### src/rtl/serializer_tx.sv
// LSB-first parallel-to-serial transmitter with valid/ready load and per-bit clock divider.
// Define SERIALIZER_TX_PARITY_EN to append an even-parity bit after the MSB.
module serializer_tx #(
  parameter int DATA_W       = 10,
  parameter int CLKS_PER_BIT = 1
) (
  input  logic              clk_i,
  input  logic              rst_i,
  input  logic [DATA_W-1:0] data_i,
  input  logic              valid_i,
  output logic              ready_o,
  output logic              data_o,
  output logic              ena_o,
  output logic              busy_o,
  output logic              done_o
);

  localparam int BW = $clog2(DATA_W + 2);
  localparam int DW = $clog2(CLKS_PER_BIT + 1);
  localparam logic [BW-1:0] BIT_LAST = BW'(DATA_W - 1);
  localparam logic [DW-1:0] DIV_LAST = DW'(CLKS_PER_BIT - 1);

  localparam logic [1:0] IDLE   = 2'd0;
  localparam logic [1:0] SHIFT  = 2'd1;
`ifdef SERIALIZER_TX_PARITY_EN
  localparam logic [1:0] PARITY = 2'd2;
`endif

  logic [1:0]        state;
  // Bit 0 goes straight to data_o on accept, so only the upper bits are held here.
  logic [DATA_W-2:0] shreg;
  logic [BW-1:0]     bitcnt;
  logic [DW-1:0]     divcnt;
`ifdef SERIALIZER_TX_PARITY_EN
  logic              par;
`endif

  always_ff @(posedge clk_i or negedge rst_i) begin
    if (!rst_i) begin
      state   <= IDLE;
      shreg   <= '0;
      bitcnt  <= '0;
      divcnt  <= '0;
      ready_o <= 1'b0;
      data_o  <= 1'b0;
      ena_o   <= 1'b0;
      busy_o  <= 1'b0;
      done_o  <= 1'b0;
`ifdef SERIALIZER_TX_PARITY_EN
      par     <= 1'b0;
`endif
    end else begin
      done_o <= 1'b0;
      case (state)
        IDLE: begin
          ready_o <= 1'b1;
          if (valid_i && ready_o) begin
            shreg   <= data_i[DATA_W-1:1];
            data_o  <= data_i[0];
            bitcnt  <= '0;
            divcnt  <= '0;
            ena_o   <= 1'b1;
            busy_o  <= 1'b1;
            ready_o <= 1'b0;
            state   <= SHIFT;
`ifdef SERIALIZER_TX_PARITY_EN
            par     <= ^data_i;
`endif
          end
        end
        SHIFT: begin
          if (divcnt == DIV_LAST) begin
            divcnt <= '0;
            if (bitcnt == BIT_LAST) begin
`ifdef SERIALIZER_TX_PARITY_EN
              data_o <= par;
              bitcnt <= bitcnt + 1'b1;
              state  <= PARITY;
`else
              state   <= IDLE;
              done_o  <= 1'b1;
              ready_o <= 1'b1;
              data_o  <= 1'b0;
              ena_o   <= 1'b0;
              busy_o  <= 1'b0;
`endif
            end else begin
              data_o <= shreg[0];
              shreg  <= shreg >> 1;
              bitcnt <= bitcnt + 1'b1;
            end
          end else begin
            divcnt <= divcnt + 1'b1;
          end
        end
`ifdef SERIALIZER_TX_PARITY_EN
        PARITY: begin
          if (divcnt == DIV_LAST) begin
            divcnt  <= '0;
            state   <= IDLE;
            done_o  <= 1'b1;
            ready_o <= 1'b1;
            data_o  <= 1'b0;
            ena_o   <= 1'b0;
            busy_o  <= 1'b0;
          end else begin
            divcnt <= divcnt + 1'b1;
          end
        end
`endif
        default: state <= IDLE;
      endcase
    end
  end

endmodule

### config.mk
export PLATFORM = sky130hd
export DESIGN_NAME = serializer_tx
export DESIGN_NICKNAME = d
export VERILOG_FILES = /design/src/rtl/serializer_tx.sv
export SDC_FILE = /design/constraint.sdc
export NUM_CORES = 1
export LEC_CHECK = 0
export CORE_ASPECT_RATIO = 1.5
export CORE_MARGIN = 1
export CORE_UTILIZATION = 39
export CTS_CLUSTER_DIAMETER = 60
export CTS_CLUSTER_SIZE = 16
export DETAILED_ROUTE_END_ITERATION = 8
export GPL_ROUTABILITY_DRIVEN = 0
export PLACE_DENSITY = 0.7
export SETUP_SLACK_MARGIN = 0.5
export SLEW_MARGIN = 20
export SYNTH_ARGS = -nofsm -noshare
export SYNTH_HDL_FRONTEND = slang
export SYNTH_SLANG_ARGS = --single-unit
### constraint.sdc
create_clock -name clk_i -period 1.6 [get_ports clk_i]
set_clock_uncertainty 0.05 [all_clocks]
set_input_delay 0.4 -clock clk_i [delete_from_list [all_inputs] [get_ports clk_i]]
set_output_delay 0.4 -clock clk_i [all_outputs]
set_load 0.05 [all_outputs]
# Word-level counts from Yosys, hierarchy flattened
# Index checks and enable logic that the tools add are counted.
# totals
word_cells	55
output_inout_bits	5
inputBits	13
register_bits	20
# classes
n_reduce_logical	9
n_mux	30
eq_ne	6
add_sub_neg	2
# op_table
op	count
9-bit two-way mux	3
9-bit case mux with 2 select lines	1
1-bit two-way mux	14
4-bit two-way mux	3
3-bit AND reduction	3
2-bit inequality test, second input constant	4
1-bit case mux with 2 select lines	4
4-bit case mux with 2 select lines	1
4-bit AND reduction	2
2-bit two-way mux	3
4-bit by 1-bit adder with 4-bit output, second input constant	1
4-bit == test, second input constant	1
2-bit case mux with 2 select lines	1
2-bit by 1-bit == test with 1-bit output, second input constant	1
2-bit zero test	1
2-bit AND reduction	1
2-bit nonzero test	1
1-bit adder, second input constant	1
1-bit logical AND	1

# Depth between registers and ports, before layout
# depth
word_depth	4
depth_mapped	6

# Worst setup path after synthesis
# Ideal clock, no wire load.
# synth_timing
kind	register to register
start	reg ready_o
end	reg shreg[0]
t_arrival_ns	1.335
period_less_slack_ns	1.526
path_stages_with_launch	6
setup_time_ns	0.141
path_slack_ns	0.074
t_required_ns	1.409
path_buffers	2
cell_sequence	dfrtp_1 > buf_2 > nand2_4 > buf_6 > a211oi_2 > a31oi_1
# synth_via
elab_chain_cells	3
# synth_lines
item	line	text
start: declaration	11	output logic ready_o,
start signal: assignment	44	ready_o <= 1'b0;
start signal: assignment	56	ready_o <= 1'b1;
start signal: assignment	64	ready_o <= 1'b0;
1-bit logical AND	57	if (valid_i && ready_o) begin
2-bit inequality test (no source line)	n/a	
4-bit AND reduction (no source line)	n/a	
end signal: assignment	58	shreg <= data_i[DATA_W-1:1];
end signal: assignment	89	shreg <= shreg >> 1;
end: declaration	31	logic [DATA_W-2:0] shreg;
# No other way between the ends.
# A chain may end at the register's enable or synchronous reset.

# Final worst setup path
# layout_timing
start	reg busy_o
end	out busy_o
# layout_rtl
item	line	text
start: declaration	14	output logic busy_o,
start signal: assignment	47	busy_o <= 1'b0;
start signal: assignment	63	busy_o <= 1'b1;
start signal: assignment	85	busy_o <= 1'b0;
# No word-level cell between the ends.

==> impl_metrics.py <==
metrics = {
    "cells_and_area": {
        "final-seq-area_um2": 428,
        "antenna_cells": 0,
        "final.fill_count": 172,
        "drive_gt1_share_pct": 44.1,
        "multi_input_area_um2": 577,
        "final_common_cell": "dfrtp_1",
        "fin_nets": 143,
        "stdcell_count": 150,
        "area_growth_pct": 55.7,
        "mostFrequentLayoutCells": "15 x dfrtp_1, 11 x clkdlybuf4s50_1, 10 x nand2_1",
    },
    "worst_hold_path": {
        "hp-class": "in2async",
    },
    "yosys": {
        "seq_area_frac_synth_pct": 45.5,
        "synthCells": 96,
        "syn_avg_cell_area_um2": 9.74,
        "yosysTopAreaCellShare_pct": 45.5,
        "yosysWarningCount": 0,
        "synth_seq_cells": 17,
        "synth_nets": 111,
        "yosysTopAreaCell": "dfrtp_1",
        "synth_area_um2": 935,
        "ys_types": 26,
        "synth_area_leaders": "dfrtp_1 46%, nand2_1 8.0%, a31oi_1 6.0%",
    },
    "die": {
        "ioPinCount": 18,
        "core_area_mm2": 0.00226,
        "die_y_um": 62.0,
        "die_w_um": 42.0,
        "die_area_mm2": 0.00260,
        "num_rows": 21,
        "start_util_pct": 41.4,
    },
    "placement": {
        "dpl.hpwl_um": 1400,
        "io_buffer_count": 17,
        "place_ws_ns": -0.114,
        "dpl.cell_count": 134,
    },
    "sta": {
        "relSlewSlack_pct": 71.6,
        "fin_ws_ns": 0.221,
        "finalSetupViolations": 0,
        "finalHoldViolCount": 0,
        "fin_setup_tns_ns": 0,
        "period_share_pct": 86.2,
        "worstMarginPinSlew_ns": 0.426,
        "worst_hold_slack_ns": 0.359,
        "min_period_ns": 1.38,
        "slew_violations": 0,
        "rsz0062_at_grt": "yes",
        "fmax_mhz": 725,
    },
    "drt": {
        "drt_iter0_drc": 35,
        "vias": 863,
        "firstDrtPassIters": 4,
        "viasPerCell": 5.75,
        "drc_errors": 0,
        "ant_nets": 0,
        "wire_per_inst_um": 17.2,
        "wirelength_um": 2580,
    },
    "clock_tree": {
        "cts-buffers-inserted": 3,
        "clk_pin_slew_worst_paths_ns": 0.11,
        "ctsRootBufferMaster": "clkbuf_4",
        "tritoncts": "yes",
        "cts_max_level": 1,
        "clkSinkCount": 17,
        "clockBufferDepth": 2,
        "clk_latency_ns": 0.31,
    },
    "global_routing": {
        "antenna_found_initial": 0,
        "grt_overflow": 0,
        "grt_pass1_wl_um": 3820,
        "grt_pass1_vias": 825,
        "grt_max_degree": 22,
        "grtUsageTotal_pct": 20.0,
    },
    "power_and_ir_drop": {
        "powerDensity_mw_per_mm2": 1880,
        "p_leak_nw": 0.639,
        "power.ir.vdd_worst_uv": 1050,
    },
    "critical_path": {
        "crit_family": "flip-flops",
        "worstPathMaxFanout": 4,
        "crit_path_max_incr_delay_ns": 0.47,
        "required_ns": 1.15,
        "worstReg2RegStart": "bitcnt[0]",
        "critPathArrivalTime_ns": 0.93,
        "setup.worst_path.end_class": "primary output",
        "path_buf_inv": 1,
        "slowest_stage": "dfrtp_2",
        "path_cells": "buf_12",
        "crit_path_start_kind": "flip-flop",
        "critPathKind": "reg2out",
        "cp-startpoint": "busy_o",
    },
    "job": {
        "drv_cap": 0,
    },
    "status": {
        "status": "completed",
    },
}
-- kinds of logic after synthesis --
kind of cell / share of synthesized area [%]
muxes: 4.28
adders and majority gates: 2.68
AOI/OAI and AO/OA: 18.5
DFF: 45.5
buffers and inverters: 5.62
and+or+nand+nor: 21.6
xor gates and xnor gates: 1.87
-- final timing paths --
path,cells past startpoint,slack [ns],endpoint
worst max-delay path,1,0.22,busy_o
min in group clk_i,2,0.53,shreg[8]
worst min-delay path,2,0.36,shreg[3]
worst min register to register,2,0.53,shreg[8]
worst max register to register,5,0.27,shreg[2]
max in group asynchronous,2,0.93,ready_o
-- cell type report --
cell class / count / area share [%]
clock buffers: 4 / 1.81
inverters: 1 / 0.258
repair buffers: 33 / 26.9
well taps: 23 / 1.98
flip-flops and latches: 17 / 29.4
multi-input cells: 72 / 39.6
-- cells in the mapped netlist, drive strengths merged --
library cell / instances
xor2: 1
xnor2: 1
and3b: 1
nand2: 21
inv: 1
nand3: 4
a21oi: 1
o22a: 1
or2b: 1
nand3b: 3
o21ai: 3
and2: 1
a211oi: 8
a31oi: 9
and3: 8
mux2i: 4
ha: 2
buf: 7
o211ai: 1
clkbuf: 1
dfrtp: 17
-- state kept, by name (all words and copies together) (netlist names) --
register  cells
done_o        1
bitcnt        4
shreg         9
busy_o        1
ready_o       1
data_o        1
-- power by group --
part	internal (mW)	switching (mW)	total [mW]	leakage, nW
Combinational	0.838	0.773	1.61	0.423
Clock	0.0975	0.150	0.247	0.0150
Sequential	0.633	0.252	0.884	0.200
Total	1.57	1.17	2.74	0.639
-- metal layers --
| metal | vias to the layer above | global-route usage, % | wire length, um |
|---|---|---|---|
| li1 | 409 | - | - |
| met1 | 418 | 23.2 | 1060 |
| met2 | 25 | 35.0 | 1330 |
| met3 | 11 | 2.31 | 78 |
| met4 | 0 | 13.8 | 106 |
| met5 | - | 0 | 0 |
-- per-stage QoR --
stage          total power, mW  utilization [%]  instance area [um2]
6_report                  2.74             64.4                 1460
5_1_grt                   2.88             64.4                 1460
4_1_cts                   2.43             58.9                 1330
3_5_place_dp              1.99             52.7                 1190
3_3_place_gp              1.95             52.7                 1190
2_1_floorplan             1.61                -                  962
-- repair_timing --
| item | in CTS | in global routing |
|---|---|---|
| cloned | 2 | 1 |
| hold buffers | 0 | 0 |
| resized for setup | 16 | 21 |
| pin swaps | 6 | 13 |
| endpoints found under the setup margin | 22 | 22 |
| buffers inserted | 6 | 3 |
No activity file was read; power rests on OpenSTA's default activity.
